`config.mk`:
```
export PLATFORM = sky130hd
export DESIGN_NAME = seg_scan_ctrl
export DESIGN_NICKNAME = d
export VERILOG_FILES = /design/src/rtl/seg_scan_ctrl.sv
export SDC_FILE = /design/constraint.sdc
export NUM_CORES = 1
export LEC_CHECK = 0
export ABC_AREA = 1
export CAP_MARGIN = 20
export CORE_AREA = 5 5 104 106
export CTS_BUF_LIST = sky130_fd_sc_hd__clkbuf_2 sky130_fd_sc_hd__clkbuf_4 sky130_fd_sc_hd__clkbuf_8
export CTS_CLUSTER_SIZE = 28
export DETAILED_ROUTE_END_ITERATION = 12
export DIE_AREA = 0 0 109 111
export PLACE_DENSITY = 0.92
export SETUP_SLACK_MARGIN = 0.05
export SKIP_CTS_REPAIR_TIMING = 1
export SKIP_LAST_GASP = 1
export SYNTH_ARGS = -nofsm -noshare
export SYNTH_HDL_FRONTEND = slang
export SYNTH_SLANG_ARGS = --single-unit
```
`constraint.sdc`:
```
create_clock -name clk -period 5.37 [get_ports clk]
set_input_delay 0.537 -clock clk [delete_from_list [all_inputs] [get_ports clk]]
set_output_delay 0.537 -clock clk [all_outputs]
set_load 0.02 [all_outputs]
```
`src/rtl/seg_scan_ctrl.sv`:
```
// Multiplexed seven-segment scan controller: blank guard then dwell per digit,
// with a shadow frame that is swapped into the active frame only at scan wrap.
module seg_scan_ctrl #(
  parameter int N_DIGITS     = 8,
  parameter int DWELL_CYCLES = 100000,
  parameter int BLANK_CYCLES = 1000
) (
  input  logic                  clk,
  input  logic                  rst,
  input  logic                  load,
  input  logic [4*N_DIGITS-1:0] data_in,
  input  logic [N_DIGITS-1:0]   en_in,
  input  logic [N_DIGITS-1:0]   dp_in,
  output logic                  ready,
  output logic [3:0]            digit,
  output logic [N_DIGITS-1:0]   an,
  output logic                  dp_n,
  output logic                  frame_done
);

  localparam int CMAX = (DWELL_CYCLES > BLANK_CYCLES) ? DWELL_CYCLES : BLANK_CYCLES;
  localparam int CW   = (CMAX > 1) ? $clog2(CMAX) : 1;
  localparam int IW   = $clog2(N_DIGITS);

  localparam logic [CW-1:0] DWELL_LAST = CW'(DWELL_CYCLES - 1);
  localparam logic [CW-1:0] BLANK_LAST = CW'(BLANK_CYCLES - 1);
  localparam logic [IW-1:0] IDX_LAST   = IW'(N_DIGITS - 1);

  typedef enum logic {BLANK, SHOW} state_t;

  state_t                state_q, state_d;
  logic [CW-1:0]         cnt_q, cnt_d;
  logic [IW-1:0]         idx_q, idx_d;
  logic [4*N_DIGITS-1:0] act_data_q, act_data_d, sh_data_q;
  logic [N_DIGITS-1:0]   act_en_q, act_en_d, sh_en_q;
  logic [N_DIGITS-1:0]   act_dp_q, act_dp_d, sh_dp_q;
  logic                  pend_q, pend_d;
  logic                  wrap, apply, accept;
  logic [N_DIGITS-1:0]   onehot;
  logic [3:0]            digit_d;
  logic [N_DIGITS-1:0]   an_d;
  logic                  dp_n_d, frame_done_d;

  // Outputs are registered from next-cycle values so they line up with state/idx.
  always_comb begin
    state_d = state_q;
    cnt_d   = cnt_q + CW'(1);
    idx_d   = idx_q;
    case (state_q)
      BLANK: begin
        if (cnt_q == BLANK_LAST) begin
          state_d = SHOW;
          cnt_d   = '0;
        end
      end
      SHOW: begin
        if (cnt_q == DWELL_LAST) begin
          state_d = BLANK;
          cnt_d   = '0;
          idx_d   = (idx_q == IDX_LAST) ? '0 : idx_q + IW'(1);
        end
      end
      default: begin
        state_d = BLANK;
        cnt_d   = '0;
      end
    endcase

    wrap   = (state_q == SHOW) && (cnt_q == DWELL_LAST) && (idx_q == IDX_LAST);
    apply  = wrap && pend_q;
    accept = load && !pend_q;

    act_data_d = apply ? sh_data_q : act_data_q;
    act_en_d   = apply ? sh_en_q   : act_en_q;
    act_dp_d   = apply ? sh_dp_q   : act_dp_q;

    pend_d = pend_q;
    if (apply)  pend_d = 1'b0;
    if (accept) pend_d = 1'b1;

    onehot       = N_DIGITS'(1) << idx_d;
    digit_d      = act_data_d[{idx_d, 2'b00} +: 4];
    an_d         = (state_d == SHOW) ? ~(onehot & act_en_d) : '1;
    dp_n_d       = (state_d == SHOW) ? ~(act_dp_d[idx_d] & act_en_d[idx_d]) : 1'b1;
    frame_done_d = (state_d == SHOW) && (cnt_d == DWELL_LAST) && (idx_d == IDX_LAST);
  end

  always_ff @(posedge clk) begin
    if (rst) begin
      state_q    <= BLANK;
      cnt_q      <= '0;
      idx_q      <= '0;
      act_data_q <= '0;
      act_en_q   <= '0;
      act_dp_q   <= '0;
      sh_data_q  <= '0;
      sh_en_q    <= '0;
      sh_dp_q    <= '0;
      pend_q     <= 1'b0;
      digit      <= '0;
      an         <= '1;
      dp_n       <= 1'b1;
      frame_done <= 1'b0;
    end else begin
      state_q    <= state_d;
      cnt_q      <= cnt_d;
      idx_q      <= idx_d;
      act_data_q <= act_data_d;
      act_en_q   <= act_en_d;
      act_dp_q   <= act_dp_d;
      pend_q     <= pend_d;
      if (accept) begin
        sh_data_q <= data_in;
        sh_en_q   <= en_in;
        sh_dp_q   <= dp_in;
      end
      digit      <= digit_d;
      an         <= an_d;
      dp_n       <= dp_n_d;
      frame_done <= frame_done_d;
    end
  end

  assign ready = ~pend_q;

endmodule

```
==> key figures <==
Timing
  • Fin Clk Skew: 0.0142 ns
  • Max-slew violation count: 0
  • Worst-Margin Slew: 0.845 ns
  • Fmax: slightly above 400 MHz
  • Slew HR: 43.7%
  • Final Hold Vio Count: 0
  • Final Cycle Share: 46.2%
  • Final setup fails: 0
  • Setup_tns: 0 ns
  • Unrepaired setup endpoints after global routing: no
  • Final worst setup slack: between 2 and 3 ns
  • Final worst path period need: 2.48 ns

Floorplanning
  • Row count: 36
  • Initial Utilization: 58.7%
  • Die extent in y: 111 µm
  • Die ar.: 0.0121 mm²
  • I/O pins: 66
  • Core Area: 0.00968 mm²
  • Die width: 109 µm

Global route
  • Global-route wire length before repair: 21.9 mm
  • Largest net degree at the start of global routing: 92
  • GRT Util Overall: 22.3%
  • Initial antenna violation count: 0
  • Global route total overflow: 0
  • Vias in the first global route: around 5000

CTS
  • Root Buffer: clkbuf_8
  • Clock Path Buffers: 2
  • CTS sink cnt: 132
  • Clk_lat worst skew: 0.44 ns
  • TritonCTS Buffers: 17
  • Reg clk slew, reported paths: roughly 0.080 ns
  • H-tree depth: 4
  • TritonCTS clock tree: yes

Power and ir drop
  • Reported leakage power: 2.92 nW
  • Pwr per Cell Area: 302 mW/mm²
  • Max IR drop VDD: approximately 0.00028 V

Finish
  • Antenna Cells: 0
  • Final core utilization: 70.6%
  • Fraction of layout cells with a size suffix above 1: 7.53%
  • Fillers: 716
  • NumNets Final: 904
  • Area grow syn2layout: 20.3%

Synthesis
  • Register area share after synthesis: between 40 and 50%
  • Mapped cell area: between 0.005 and 0.006 mm²
  • FFs w/ async S/R, synth: 0%
  • Syn Nets: 852
  • Avg Synthesized Cell Area: between 7 and 8 µm²
  • Synth unique cells: 33
  • Synthesized instance count: 798
  • Number of synthesized register bits: 132
  • Post-synth EDFFs: 0
  • Ys Warns: 0
  • Synth Flop Type: dfxtp_1

Setup path
  • Setup CP Type: reg -> reg
  • CP bufs+invs: 2
  • Critical-path top delay cell: buf_4
  • Crit-path cells: ha_1 > ha_1 > nand2_1 > inv_1 > nand4_4 > buf_4 > o21ai_1 > a22oi_1 > nand2_1 > nand2_1 > nand2_1
  • Critical Path AT: 2.81 ns
  • Crit path max-delay family: buffers and inverters
  • Flop2flop setup slack: 2.89 ns
  • Crit. End Element: register
  • CP max stage delay: between 0.6 and 0.7 ns
  • Crit path max fanout: roughly 90
  • Critical path startpoint category: register
  • Required time of the critical path: 5.70 ns
  • Cell mode on critical path: nand2_1

Routing
  • Final wirelength: 13.0 mm
  • DR vias: 5137
  • Residual DRC: 0
  • Number of DRC markers in iteration 0: 380
  • Via/cell ratio: 5.16
  • DRT Pass-1 Iters: 5
  • Routed Antenna Nets: 0
  • Wire per inst: 13.1 µm

Min path
  • Hold crit path type: reg -> reg

Run status
  • Status: complete, no violations

Place
  • Gpl congestion: 0.974
  • Port Buffer Count: 65
  • Final HPWL DP: approximately 8.6 mm
  • Place WS: 2.85 ns

Job
  • MaxCap Viol Count: 0
tightest hold or removal path: cells and delay by family (launching register included):
kind / cells / cell delay, ns
flip-flops: 1 / 0.30
buffers and inverters: 1 / 0.06
AO/OA/AOI/OAI: 1 / 0.06
cell usage after synthesis (2+ instances only):
cell type,count,area (µm²)
a21oi_1,39,195
a22oi_1,16,120
buf_2,4,20.0
buf_4,2,15.0
buf_6,2,22.5
clkbuf_1,27,101
dfxtp_1,132,2640
ha_1,3,37.5
inv_1,120,450
inv_2,10,37.5
nand2_1,152,571
nand2_2,2,12.5
nand2_4,2,22.5
nand3_1,20,100
nand3_2,2,20.0
nand3b_1,4,30.0
nand4_1,15,93.8
nor2_1,125,469
nor2_4,4,45.0
nor2_8,2,40.0
nor3_1,9,45.0
o21ai_0,51,255
o21ai_1,42,210
xor2_1,4,35.0
routing by layer:
| layer | track usage, % | routed length [µm] | up-vias |
|---|---|---|---|
| li1 | - | - | 2609 |
| met3 | 4.95 | 796 | 26 |
| met5 | 0 | 0 | - |
| met2 | 37.2 | 6520 | 187 |
| met4 | 8.75 | 239 | 0 |
| met1 | 27.8 | 5490 | 2315 |
registers in the layout, summed over array words and instances (netlist names):
register and count:
state_q 1, act_en_q 8, sh_dp_q 8, frame_done 1
digit 4, sh_data_q 32, act_data_q 32, dp_n 1
sh_en_q 8, cnt_q 17, act_dp_q 8, pend_q 1
idx_q 3, an 8
metrics by stage:
stage          instances  instance area (µm²)  hold slack (ns)  power (mW)
3_3_place_gp         963                 6350            0.442        1.15
6_report             996                 6830            0.457        2.06
4_1_cts              996                 6830            0.461        2.07
5_1_grt              996                 6830            0.480        2.13
2_1_floorplan        798                 5680            0.430        1.10
3_5_place_dp         964                 6380            0.449        1.16
cell usage in the layout, fill, tap and decap left out, types with 4 or more instances in the layout:
cell and count:
bufinv_16 4, dfxtp_1 132, xor2_1 4, inv_2 11, clkbuf_8 18, o21ai_1 42, nor2_4 4, inv_1 119
nand4_1 15, clkdlybuf4s50_1 64, nand3b_1 4, nand2_1 152, nor2_1 125, nor3_1 9, a21oi_1 39, o21ai_0 51
nand3_1 20, a22oi_1 16
report_power, final:
group,total (mW),internal (mW),switching [mW]
combinational,0.115,0.0537,0.0614
clock,0.926,0.531,0.395
sequential,1.02,1.01,0.0105
cell type report:
cell class / instances / area [µm²] / share of cell area, %
sequential: 132 / 2640 / 38.7
multi-input combinational: 500 / 2390 / 34.9
timing repair buffer: 69 / 696 / 10.2
inverter: 130 / 488 / 7.14
clock buffer: 19 / 255 / 3.74
clock inverter: 13 / 198 / 2.89
tap: 133 / 166 / 2.44
path summary, 6_finish.rpt:
check                                        startpoint                      end  depth (start not counted)
worst max register to register      idx_q[0]$_SDFF_PP0_      digit[3]$_SDFF_PP0_                         11
worst min register to register  sh_dp_q[2]$_SDFFE_PP0P_  sh_dp_q[2]$_SDFFE_PP0P_                          2
worst max-delay path                idx_q[0]$_SDFF_PP0_      digit[3]$_SDFF_PP0_                         11
worst min-delay path            sh_dp_q[2]$_SDFFE_PP0P_  sh_dp_q[2]$_SDFFE_PP0P_                          2
cells by family (layout without fill, tap and decap cells):
family | Yosys count | after routing | share of synthesized area [%]
AND/OR/NAND/NOR | 343 | 343 | 26.8
flip-flops | 132 | 132 | 46.5
adder cells (fa/ha/maj) | 3 | 3 | 0.661
AO/OA/AOI/OAI | 150 | 150 | 14.0
buffers and inverters | 166 | 231 | 11.5
XOR/XNOR | 4 | 4 | 0.617
Power figures use the tool's default switching activity.
